===== config.mk =====
export PLATFORM = sky130hd
export DESIGN_NAME = logical_unit_pipe
export DESIGN_NICKNAME = d
export VERILOG_FILES = /design/src/rtl/logical_unit_pipe.sv
export SDC_FILE = /design/constraint.sdc
export NUM_CORES = 1
export LEC_CHECK = 0
export CAP_MARGIN = 20
export CORE_MARGIN = 10
export CORE_UTILIZATION = 50
export DETAILED_ROUTE_END_ITERATION = 6
export PLACE_DENSITY = 0.72
export SYNTH_ARGS = -nofsm -noshare
export SYNTH_HDL_FRONTEND = slang
export SYNTH_SLANG_ARGS = --single-unit

===== constraint.sdc =====
create_clock -name clk -period 8.2 [get_ports clk]
set_input_delay 1.64 -clock clk [delete_from_list [all_inputs] [get_ports clk]]
set_output_delay 1.64 -clock clk [all_outputs]
set_load 0.05 [all_outputs]

===== src/rtl/logical_unit_pipe.sv =====
// logical_unit_pipe: single-issue logic/rotate unit with a valid/ready handshake.
// Bitwise ops finish in one cycle. Rotates step one bit per cycle through the
// ROT state. The result and its zero/parity flags sit in registers until the
// consumer takes them.

package opcodes;
  localparam int unsigned OP_AND  = 0;
  localparam int unsigned OP_OR   = 1;
  localparam int unsigned OP_XOR  = 2;
  localparam int unsigned OP_NOT  = 3;
  localparam int unsigned OP_NAND = 4;
  localparam int unsigned OP_NOR  = 5;
  localparam int unsigned OP_XNOR = 6;
  localparam int unsigned OP_ROL  = 7;
  localparam int unsigned OP_ROR  = 8;
endpackage

module logical_unit_pipe
  import opcodes::*;
#(
  parameter int WORD_SIZE   = 19,
  parameter int OPCODE_SIZE = 5
) (
  input  logic                   clk,
  input  logic                   rst,
  input  logic                   in_valid,
  output logic                   in_ready,
  input  logic [OPCODE_SIZE-1:0] opcode,
  input  logic [WORD_SIZE-1:0]   operand_1,
  input  logic [WORD_SIZE-1:0]   operand_2,
  output logic                   out_valid,
  input  logic                   out_ready,
  output logic [WORD_SIZE-1:0]   out,
  output logic                   zero,
  output logic                   parity
);

  localparam int CW = (WORD_SIZE > 2) ? $clog2(WORD_SIZE) : 1;

  typedef enum logic [1:0] {IDLE, ROT, DONE} state_t;

  state_t               state_q, state_d;
  logic [WORD_SIZE-1:0] out_q, out_d;
  logic [WORD_SIZE-1:0] work_q, work_d;
  logic [CW-1:0]        cnt_q, cnt_d;
  logic                 left_q, left_d;
  logic                 zero_q, zero_d;
  logic                 parity_q, parity_d;

  logic                 accept;
  logic                 is_rol, is_ror;
  logic [CW-1:0]        rot_cnt;
  logic [WORD_SIZE-1:0] bw_res;
  logic [WORD_SIZE-1:0] rot_step;

  // Decode the incoming request: bitwise result, rotate kind and reduced count
  always_comb begin
    is_rol  = (opcode == OPCODE_SIZE'(OP_ROL));
    is_ror  = (opcode == OPCODE_SIZE'(OP_ROR));
    // Constant divisor, so this reduces to fixed logic.
    rot_cnt = CW'(operand_2 % WORD_SIZE'(WORD_SIZE));
    bw_res  = '0;
    case (opcode)
      OPCODE_SIZE'(OP_AND):  bw_res = operand_1 & operand_2;
      OPCODE_SIZE'(OP_OR):   bw_res = operand_1 | operand_2;
      OPCODE_SIZE'(OP_XOR):  bw_res = operand_1 ^ operand_2;
      OPCODE_SIZE'(OP_NOT):  bw_res = ~operand_1;
      OPCODE_SIZE'(OP_NAND): bw_res = ~(operand_1 & operand_2);
      OPCODE_SIZE'(OP_NOR):  bw_res = ~(operand_1 | operand_2);
      OPCODE_SIZE'(OP_XNOR): bw_res = ~(operand_1 ^ operand_2);
      default:               bw_res = '0;
    endcase
  end

  // One-bit rotate of the working register in the captured direction
  always_comb begin
    if (left_q) rot_step = {work_q[WORD_SIZE-2:0], work_q[WORD_SIZE-1]};
    else        rot_step = {work_q[0], work_q[WORD_SIZE-1:1]};
  end

  // Next-state, handshake outputs and result/flag next values
  always_comb begin
    state_d   = state_q;
    out_d     = out_q;
    work_d    = work_q;
    cnt_d     = cnt_q;
    left_d    = left_q;
    // Reset holds in_ready low even though the state reads IDLE.
    in_ready  = !rst && ((state_q == IDLE) || ((state_q == DONE) && out_ready));
    out_valid = (state_q == DONE);
    accept    = in_valid && in_ready;

    case (state_q)
      IDLE: ;
      ROT: begin
        work_d = rot_step;
        cnt_d  = cnt_q - CW'(1);
        if (cnt_q == CW'(1)) begin
          out_d   = rot_step;
          state_d = DONE;
        end
      end
      DONE: if (out_ready) state_d = IDLE;
      default: state_d = IDLE;
    endcase

    // A new request overrides the above; from DONE this gives a bubble-free hand-off.
    if (accept) begin
      if ((is_rol || is_ror) && (rot_cnt != '0)) begin
        work_d  = operand_1;
        cnt_d   = rot_cnt;
        left_d  = is_rol;
        state_d = ROT;
      end else if (is_rol || is_ror) begin
        out_d   = operand_1;
        cnt_d   = '0;
        state_d = DONE;
      end else begin
        out_d   = bw_res;
        state_d = DONE;
      end
    end

    // Flags follow the registered result, never the live inputs.
    zero_d   = ~|out_d;
    parity_d = ^out_d;
  end

  // State, result and flag registers
  always_ff @(posedge clk or posedge rst) begin
    if (rst) begin
      state_q  <= IDLE;
      out_q    <= '0;
      work_q   <= '0;
      cnt_q    <= '0;
      left_q   <= 1'b0;
      zero_q   <= 1'b1;
      parity_q <= 1'b0;
    end else begin
      state_q  <= state_d;
      out_q    <= out_d;
      work_q   <= work_d;
      cnt_q    <= cnt_d;
      left_q   <= left_d;
      zero_q   <= zero_d;
      parity_q <= parity_d;
    end
  end

  assign out    = out_q;
  assign zero   = zero_q;
  assign parity = parity_q;

endmodule


# [Word-level counts from Yosys, hierarchy flattened]
# Index checks and enable logic that the tools add are counted.
[op_classes] n_addsub=1 n_div=1 eq_ne=14 n_mux=19 n_bitwise=7 reduce_logical=15
[ops] op="19-bit 2-to-1 mux" n=9
[ops] op="19-bit case mux with 7 select lines" n=1
[ops] op="19-bit NOT" n=4
[ops] op="5-bit by 3-bit equality test with 1-bit output (second input constant)" n=4
[ops] op="5-bit 2-to-1 mux" n=4
[ops] op="19-bit bitwise AND" n=1
[ops] op="19-bit by 5-bit modulo with 19-bit output (second input constant)" n=1
[ops] op="19-bit bitwise OR" n=1
[ops] op="19-bit OR reduction" n=1
[ops] op="19-bit parity" n=1
[ops] op="19-bit XOR" n=1
[ops] op="5-bit by 1-bit equality test with 1-bit output (second input constant)" n=2
[ops] op="5-bit by 2-bit equality test with 1-bit output (second input constant)" n=2
[ops] op="2-bit 2-to-1 mux" n=4
[ops] op="2-bit case mux with 3 select lines" n=1
[ops] op="5-bit by 4-bit equality test with 1-bit output (second input constant)" n=1
[ops] op="5-bit zero test" n=1
[ops] op="5-bit nonzero test" n=1
[ops] op="5-bit by 1-bit subtractor with 5-bit output (second input constant)" n=1
[ops] op="1-bit logical AND" n=4
[ops] op="3-bit by 1-bit != test with 1-bit output (second input constant)" n=1
[ops] op="3-bit != test (second input constant)" n=1
[ops] op="3-bit AND reduction" n=1
[ops] op="2-bit by 1-bit equality test with 1-bit output (second input constant)" n=1
[ops] op="other kinds (6)" n=8
[word_totals] reg_bits=48 in_bits=47 out_inout_bits=23 word_cells=64

# [Depth between registers and ports, before layout]
# Gate-level depths: netlist of run 1.
[logic_depth] ltp_word=8 ltp_mapped=55 mapped_depth_nobuf=46

# [Worst setup path after synthesis of run 1]
# No wires, ideal clock.
[synth_timing] path_kind="input-to-reg" start="input operand_2[17]" end="register parity_q (netlist: parity)" setup_ps=80 t_arrival_ps=12444 required_time_ps=8120 setup_slack_ps=-4324 cell_stages=50 path_buffers=5 path_cell_list="buf_2 o311a_1 a2111oi_2 a21o_2 or2_1 buf_4 o211ai_1 a211oi_4 nor3b_1 o32ai_4 mux2i_1 nand3_1 a2bb2oi_1 o22ai_1 nor3_1 a211o_1 o2bb2ai_4 o22ai_1 [... 14 more ...] ha_1 nor2_1 nand2_1 or3_1 a31o_1 and4_1 nor4b_2 nand2_1 a31o_2 a21o_1 buf_4 mux2_2 ha_1 xnor2_1 xnor2_1 xnor2_1 xnor2_1 xnor2_1"
[synth_between] elab_chain_cells=7 word_cells_on_any_way=14 classes_between="div (1); mux (4); bitwise (6); reduce/logical (3)"
[synth_lines] element="start: declaration" line_no="30" text="input logic [WORD_SIZE-1:0] operand_2,"
[synth_lines] element="parallel branches: the longest is 4 deep, another holds 19-bit by 5-bit modulo with 19-bit output"
[synth_lines] element="19-bit 2-to-1 mux *" line_no="109" text="if ((is_rol || is_ror) && (rot_cnt != '0)) begin"
[synth_lines] element="19-bit 2-to-1 mux *" line_no="108" text="if (accept) begin"
[synth_lines] element="19-bit parity *" line_no="126" text="parity_d = ^out_d;"
[synth_lines] element="named net parity_d" line_no="48" text="logic parity_q, parity_d;"
[synth_lines] element="end signal: assignment" line_no="146" text="parity_q <= parity_d;"
[synth_lines] element="end: declaration" line_no="48"
# Mark *: on every way through the listed nets, which the timed path passes.
# A chain may end at the register's enable or synchronous reset.

# [Worst setup path after layout of run 1]
[layout_timing] start="input operand_2[16]" end="register parity_q (netlist: parity)"
# Same word-level chain as after synthesis.

==> summary.txt, run 1 <==
Outcome
  • Status: finished, violations left
  • Failing checks: negative setup slack

Routing
  • WL per Instance: around 21 um
  • Vias/cell: 6.36
  • Total Routed Length: 35,800 um
  • Top sig layer: met4
  • Post-DRT Antenna Nets: 0
  • First-iteration detailed-routing DRC count: 1,178
  • Met3 Routed Length: 2810 um
  • Residual DRC count: 0
  • Vias: 11,000
  • 1st-pass router iterations: 6
  • Routed length on met2: 17,100 um
  • Post-Route M1 WL: 14,300 um

Cells and area
  • Area growth from synthesis to layout: 57.8%
  • FILL cells: 1,060
  • Final Non-Filler Cells: 1,724
  • Storage element area: 1200 um2
  • Post-layout instance area: approximately 14,000 um2
  • Antenna fix cells: 0
  • Fin nets: about 1,600
  • Layout cells sized above 1: 40.9%
  • Multi-input combinational cell area: roughly 7800 um2

CTS
  • Clk Latency, worst-skew pair: 0.30 ns
  • Clock root cell: clkbuf_16
  • TritonCTS buffer count: 5
  • CTS Buffer Depth: 2
  • Clock transition at path regs: 0.06 ns
  • Htree depth: 2
  • TritonCTS clock tree: done
  • CTS Sinks: 48
  • Cts hold-fix bufs: 0

GRT
  • Pin count of the biggest net entering global routing: 50
  • Grt total ovfl: 0
  • All-Layer GR Usage: 28.4%
  • First-pass GRT wire length: roughly 54,000 um
  • Vias in the first global route: 10,500
  • Initial antenna violation count: 0

Logic synthesis
  • Synthesized area per cell: 7.71 um2
  • Ys Warns: 0
  • Sequential-to-total area share from yosys stat: 13.9%
  • Syn_nets: 1,221
  • Synth Register Bits: 48
  • Syn Inst Count: ~1,100
  • Async SR Flop Fraction: 100%
  • Netlist cell types: 116
  • Most used DFF post-synth: dfrtp_1
  • Synthesized area: 8660 um2
  • Post-synth EDFFs: 0

Setup path
  • Critical Path Max Stage Delay: 0.43 ns
  • Worst EP required: 8.41 ns
  • Crit path max-delay cell type: a222oi_1
  • Crit Path Class: in2reg
  • CP endpoint kind: flip-flop
  • Crit path top cell by count: buf_4
  • CP Max Fanout: 9
  • Worst setup SP type: input pin
  • Worst Path Arrival: 12.84 ns

Timing
  • Unrepaired setup endpoints after global routing: true
  • Tmin final: 12.63 ns
  • Final setup margin: -4.43 ns
  • TNS Setup: -160.36 ns
  • Slew HR: between 20% and 30%
  • Clock skew: 0.0119 ns
  • Setup violators final: 48
  • Least-Margin Pin Slew: 1.07 ns
  • Final hold slack: 0.584 ns
  • Fmax: 0.0792 GHz
  • Hold Vio Cnt, Final: 0
  • Pins Over Slew Limit: 0
  • Period utilization: 154%

Floorplanning
  • IO Count: 70
  • Chip Height: 152 um
  • Die width: 152 um
  • Starting Density: 50.6%
  • Die area: 23,000 um2
  • Site Rows: 48
  • Placeable Area: 17,100 um2

Run
  • Max cap viols: 0

Placed design
  • Placed Cells: 1,631
  • Placed Area: around 12,000 um2
  • # port buffers: 69
  • Gpl congestion: 0.935
  • Final HPWL DP: 22,500 um

Hold path
  • Hold Crit Class: reg2reg
## metal layers
metal | GRT usage (%) | up-vias
met5 | 0 | -
li1 | - | 4932
met4 | 10.1 | 0
met3 | 3.95 | 144
met1 | 35.6 | 5230
met2 | 48.6 | 654
## sequential cells by signal (all words and copies together), names as in the netlist
register,cells
cnt_q,5
work_q,19
state_q,2
parity,1
zero,1
left_q,1
out,19
## final timing paths
path                                from         to  slack [ns]  depth (start not counted)
setup / recovery           operand_2[16]     parity       -4.43                         56
hold / removal                 work_q[9]  work_q[9]        0.58                          2
setup reg to reg                cnt_q[1]     parity        4.90                         14
hold reg to reg                work_q[9]  work_q[9]        0.58                          2
max in group asynchronous            rst       zero        6.03                          3
min in group asynchronous            rst   cnt_q[2]        1.62                          2
## kinds of logic after synthesis
| group | count (synthesis) | synth area share, % |
|---|---|---|
| compound gates | 361 | 31.2 |
| xor+xnor | 78 | 8.72 |
| fa+ha+maj | 56 | 7.96 |
| buf+inv | 166 | 8.09 |
| flops | 48 | 13.9 |
| mux | 84 | 10.5 |
| simple gates | 330 | 19.7 |
## critical path, delay by kind of cell
family	cells	cell delay [ns]
AO/OA/AOI/OAI	21	4.38
XOR/XNOR	7	1.37
adder cells (fa/ha/maj)	2	0.43
buffers and inverters	12	1.84
multiplexers	2	0.45
AND/OR/NAND/NOR	12	2.69
## layout make-up
cell class                      instances  share of cell area [%]
Timing Repair Buffer                  451                    29.0
Clock buffer                            7                    1.04
Multi-Input combinational cell        909                    56.8
Tap cell                              225                    2.06
Inverter                               83                    2.28
Clock inverter                          1                  0.0550
Sequential cell                        48                    8.80
## what timing repair did
| action | in CTS | in global routing |
|---|---|---|
| pin swaps | 53 | 59 |
| setup buffers | 50 | 24 |
| setup endpoints to repair | 48 | 48 |
| cloned | 9 | 1 |
| gates resized for setup | 160 | 60 |
## metrics by stage
| step | setup WS, ns | utilization, % |
|---|---|---|
| CTS | -3.95 | 76.9 |
| global placement | -4.79 | 69.1 |
| floorplan | -3.92 | - |
| detailed placement | -4.94 | 69.1 |
| finish | -4.43 | 79.8 |
| global route | -4.74 | 79.8 |
## cells in the mapped netlist (all sizes together) (6+ instances only)
cell / instances / area share [%]
or2: 6 / 0.43
or3: 8 / 0.64
and3: 7 / 0.51
a21o: 10 / 0.88
o31ai: 11 / 1.3
a31o: 6 / 0.61
nand2: 92 / 4.0
nand2b: 16 / 1.2
xnor2: 66 / 7.5
mux2i: 60 / 7.2
inv: 81 / 3.5
o211ai: 33 / 2.9
nor3: 27 / 1.7
o22ai: 29 / 2.2
xor2: 12 / 1.2
dfrtp: 47 / 14
nand3: 21 / 1.2
ha: 51 / 7.4
a31oi: 10 / 0.72
clkbuf: 48 / 2.1
nand4: 8 / 0.58
a211o: 6 / 0.61
a21oi: 57 / 3.5
buf: 35 / 2.4
o21ai: 78 / 4.7
mux2: 23 / 3.0
a211oi: 11 / 1.1
nor2: 76 / 3.3
and4: 8 / 0.81
a2111oi: 7 / 1.1
o21a: 6 / 0.52
a22oi: 9 / 0.78
a221oi: 18 / 2.0
and2: 10 / 0.72
nor2b: 11 / 0.80
nor4: 9 / 0.72
nor3b: 7 / 0.61
## placed cells by master, fill, tap and decap left out, types with 7 or more instances in the layout
cell type        synthesis  final
o211ai_1                33     33
a211oi_1                10      8
mux2i_1                 57     49
ha_4                     0     10
nand2_1                 91     85
xnor2_2                  7     10
a31oi_1                 10      8
a21oi_1                 54     50
o21ai_0                 66     48
buf_12                   0      9
inv_2                   22     24
nor2b_1                 11      8
buf_4                   10    328
ha_1                    51     40
inv_1                   59     57
clkdlybuf4s50_1          0     62
nor3_1                  25     19
nand4_1                  8      8
a22oi_1                  9      9
nand2b_1                16     13
and3_1                   7      7
a21o_1                   9      8
mux2_2                  22     10
and2_1                  10      8
nor2_1                  76     72
mux2i_2                  2      7
xnor2_1                 58     53
o21ai_1                  9     23
o22ai_1                 28     24
xor2_1                  12     11
buf_6                    3     37
dfrtp_1                 47     47
a221oi_1                17     16
mux2_4                   1     13
nand3_1                 21     16
Power of run 1 is left out: the tool's default activity adds up to more than one toggle a clock period on the data nets, which glitch-free logic cannot reach.
==> run 2: changes to the inputs <==
Settings changed: REMOVE_ABC_BUFFERS set to 1.
==> summary.txt, run 2 (same netlist as run 1, synthesis figures left out) <==
CTS
  • TritonCTS clock tree: done
  • CTS Buffer Depth: 2
  • Cts hold-fix bufs: 0
  • TritonCTS buffer count: 5
  • Clk Latency, worst-skew pair: 0.30 ns
  • CTS Sinks: 48
  • Clock transition at path regs: 0.07 ns
  • Clock root cell: clkbuf_16
  • Htree depth: 2

Cells and area
  • Fin nets: 1,560
  • Most frequent cells in the layout: 293 x buf_4, 88 x nand2_1, 73 x nor2_1, 62 x clkdlybuf4s50_1, 57 x inv_1
  • Commonest non-fill, non-tap cell in the layout: buf_4
  • Area growth from synthesis to layout: 52.0%
  • Multi-input combinational cell area: 7670 um2
  • Storage element area: 1200 um2
  • Antenna fix cells: 0
  • FILL cells: 1,087
  • Layout cells sized above 1: between 30% and 40%

Setup path
  • Worst Path Arrival: 12.22 ns
  • CP endpoint kind: flip-flop
  • CP Max Fanout: 8
  • Worst setup SP type: input pin
  • Worst EP required: between 8 and 9 ns
  • Crit path top cell by count: buf_4
  • Critical Path Max Stage Delay: 0.58 ns
  • Crit Path Class: in2reg
  • Crit path max-delay cell type: mux4_2

Hold path
  • Hold Crit Class: reg2reg

Run
  • Max cap viols: 0

Routing
  • Vias: between 10,000 and 15,000
  • Vias/cell: 6.19
  • WL per Instance: 19.1 um
  • 1st-pass router iterations: 6
  • First-iteration detailed-routing DRC count: roughly 1,000
  • Residual DRC count: 0
  • Post-DRT Antenna Nets: 0
  • Total Routed Length: 32,300 um

Timing
  • Unrepaired setup endpoints after global routing: true
  • Slew HR: between 20% and 30%
  • Period utilization: 146%
  • Pins Over Slew Limit: 0
  • TNS Setup: -135.47 ns
  • Least-Margin Pin Slew: 1.15 ns
  • Clock skew: between 0.004 and 0.005 ns
  • Final setup margin: -3.80 ns
  • Tmin final: 12.00 ns
  • Hold Vio Cnt, Final: 0
  • Fmax: 0.0833 GHz
  • Setup violators final: 48

Floorplanning
  • Chip Height: 152 um
  • Site Rows: 48
  • Die width: 152 um
  • Placeable Area: 17,100 um2
  • Die area: 23,000 um2
  • IO Count: 70
  • Starting Density: 50.6%

Placed design
  • Final HPWL DP: 21,300 um
  • Gpl congestion: 0.955
  • # port buffers: 69

GRT
  • All-Layer GR Usage: 25.9%
  • Initial antenna violation count: 0
  • First-pass GRT wire length: 49,800 um
  • Vias in the first global route: roughly 10,000
  • Grt total ovfl: 0
  • Pin count of the biggest net entering global routing: 50

Outcome
  • Status: finished, violations left
  • Failing checks: negative setup slack
run 2: cell types whose count changed in the layout (fill, tap and decap cells not counted), sizes merged:
cell / before / now
clkbuf: 8 / 5
bufbuf: 1 / 0
clkinvlp: 1 / 0
clkdlybuf4s15: 1 / 2
buf: 386 / 350
bufinv: 0 / 1
a21o: 10 / 11
clkinv: 2 / 4
run 2: metrics by stage:
step | worst slack [ns] | cell area, um2 | std cells | utilization [%] | hold slack, ns
floorplan | -5.87 | 8270 | 1040 | - | 0.525
global placement | -4.96 | 11400 | 1615 | 66.5 | 0.550
detailed placement | -5.18 | 11400 | 1615 | 66.5 | 0.556
CTS | -3.59 | 12700 | 1666 | 74.5 | 0.576
global route | -4.22 | 13200 | 1688 | 76.9 | 0.609
finish | -3.80 | 13200 | 1688 | 76.9 | 0.595
run 2: cell type report:
class | count | area share, %
timing repair buffer | 414 | 26.7
tap | 225 | 2.14
clock buffer | 5 | 0.951
sequential | 48 | 9.14
inverter | 83 | 2.41
multi-input combinational | 910 | 58.3
clock inverter | 3 | 0.361
run 2: metal layers:
metal | vias to the layer above | track usage, % | part of all wire [%]
li1 | 4859 | - | -
met1 | 4993 | 32.0 | 40
met2 | 506 | 46.6 | 50
met3 | 85 | 2.73 | 7.0
met4 | 0 | 7.24 | 3.1
met5 | - | 0 | 0
run 2: final timing paths:
check / end / slack (ns) / cells after the start / from
max reg2reg: parity / 4.39 / 14 / cnt_q[1]
min: work_q[13] / 0.59 / 2 / work_q[13]
max: parity / -3.80 / 53 / operand_2[15]
min in group asynchronous: cnt_q[2] / 1.74 / 2 / rst
min reg2reg: work_q[13] / 0.59 / 2 / work_q[13]
max in group asynchronous: zero / 5.89 / 3 / rst
run 2: critical path: cells and delay by family:
kind	cells	cell delay (ns)
buffers and inverters	10	1.43
adder cells (fa/ha/maj)	2	0.42
multiplexers	3	1.26
AO/OA/AOI/OAI	18	3.86
XOR/XNOR	6	0.98
AND/OR/NAND/NOR	14	2.61
run 2: what timing repair did:
item | in CTS | in global routing
setup endpoints to repair | 48 | 48
buffers inserted | 43 | 23
gates cloned | 3 | 0
pin swaps | 79 | 21
gates resized for setup | 196 | 51
Power of run 2 is left out for the same reason.
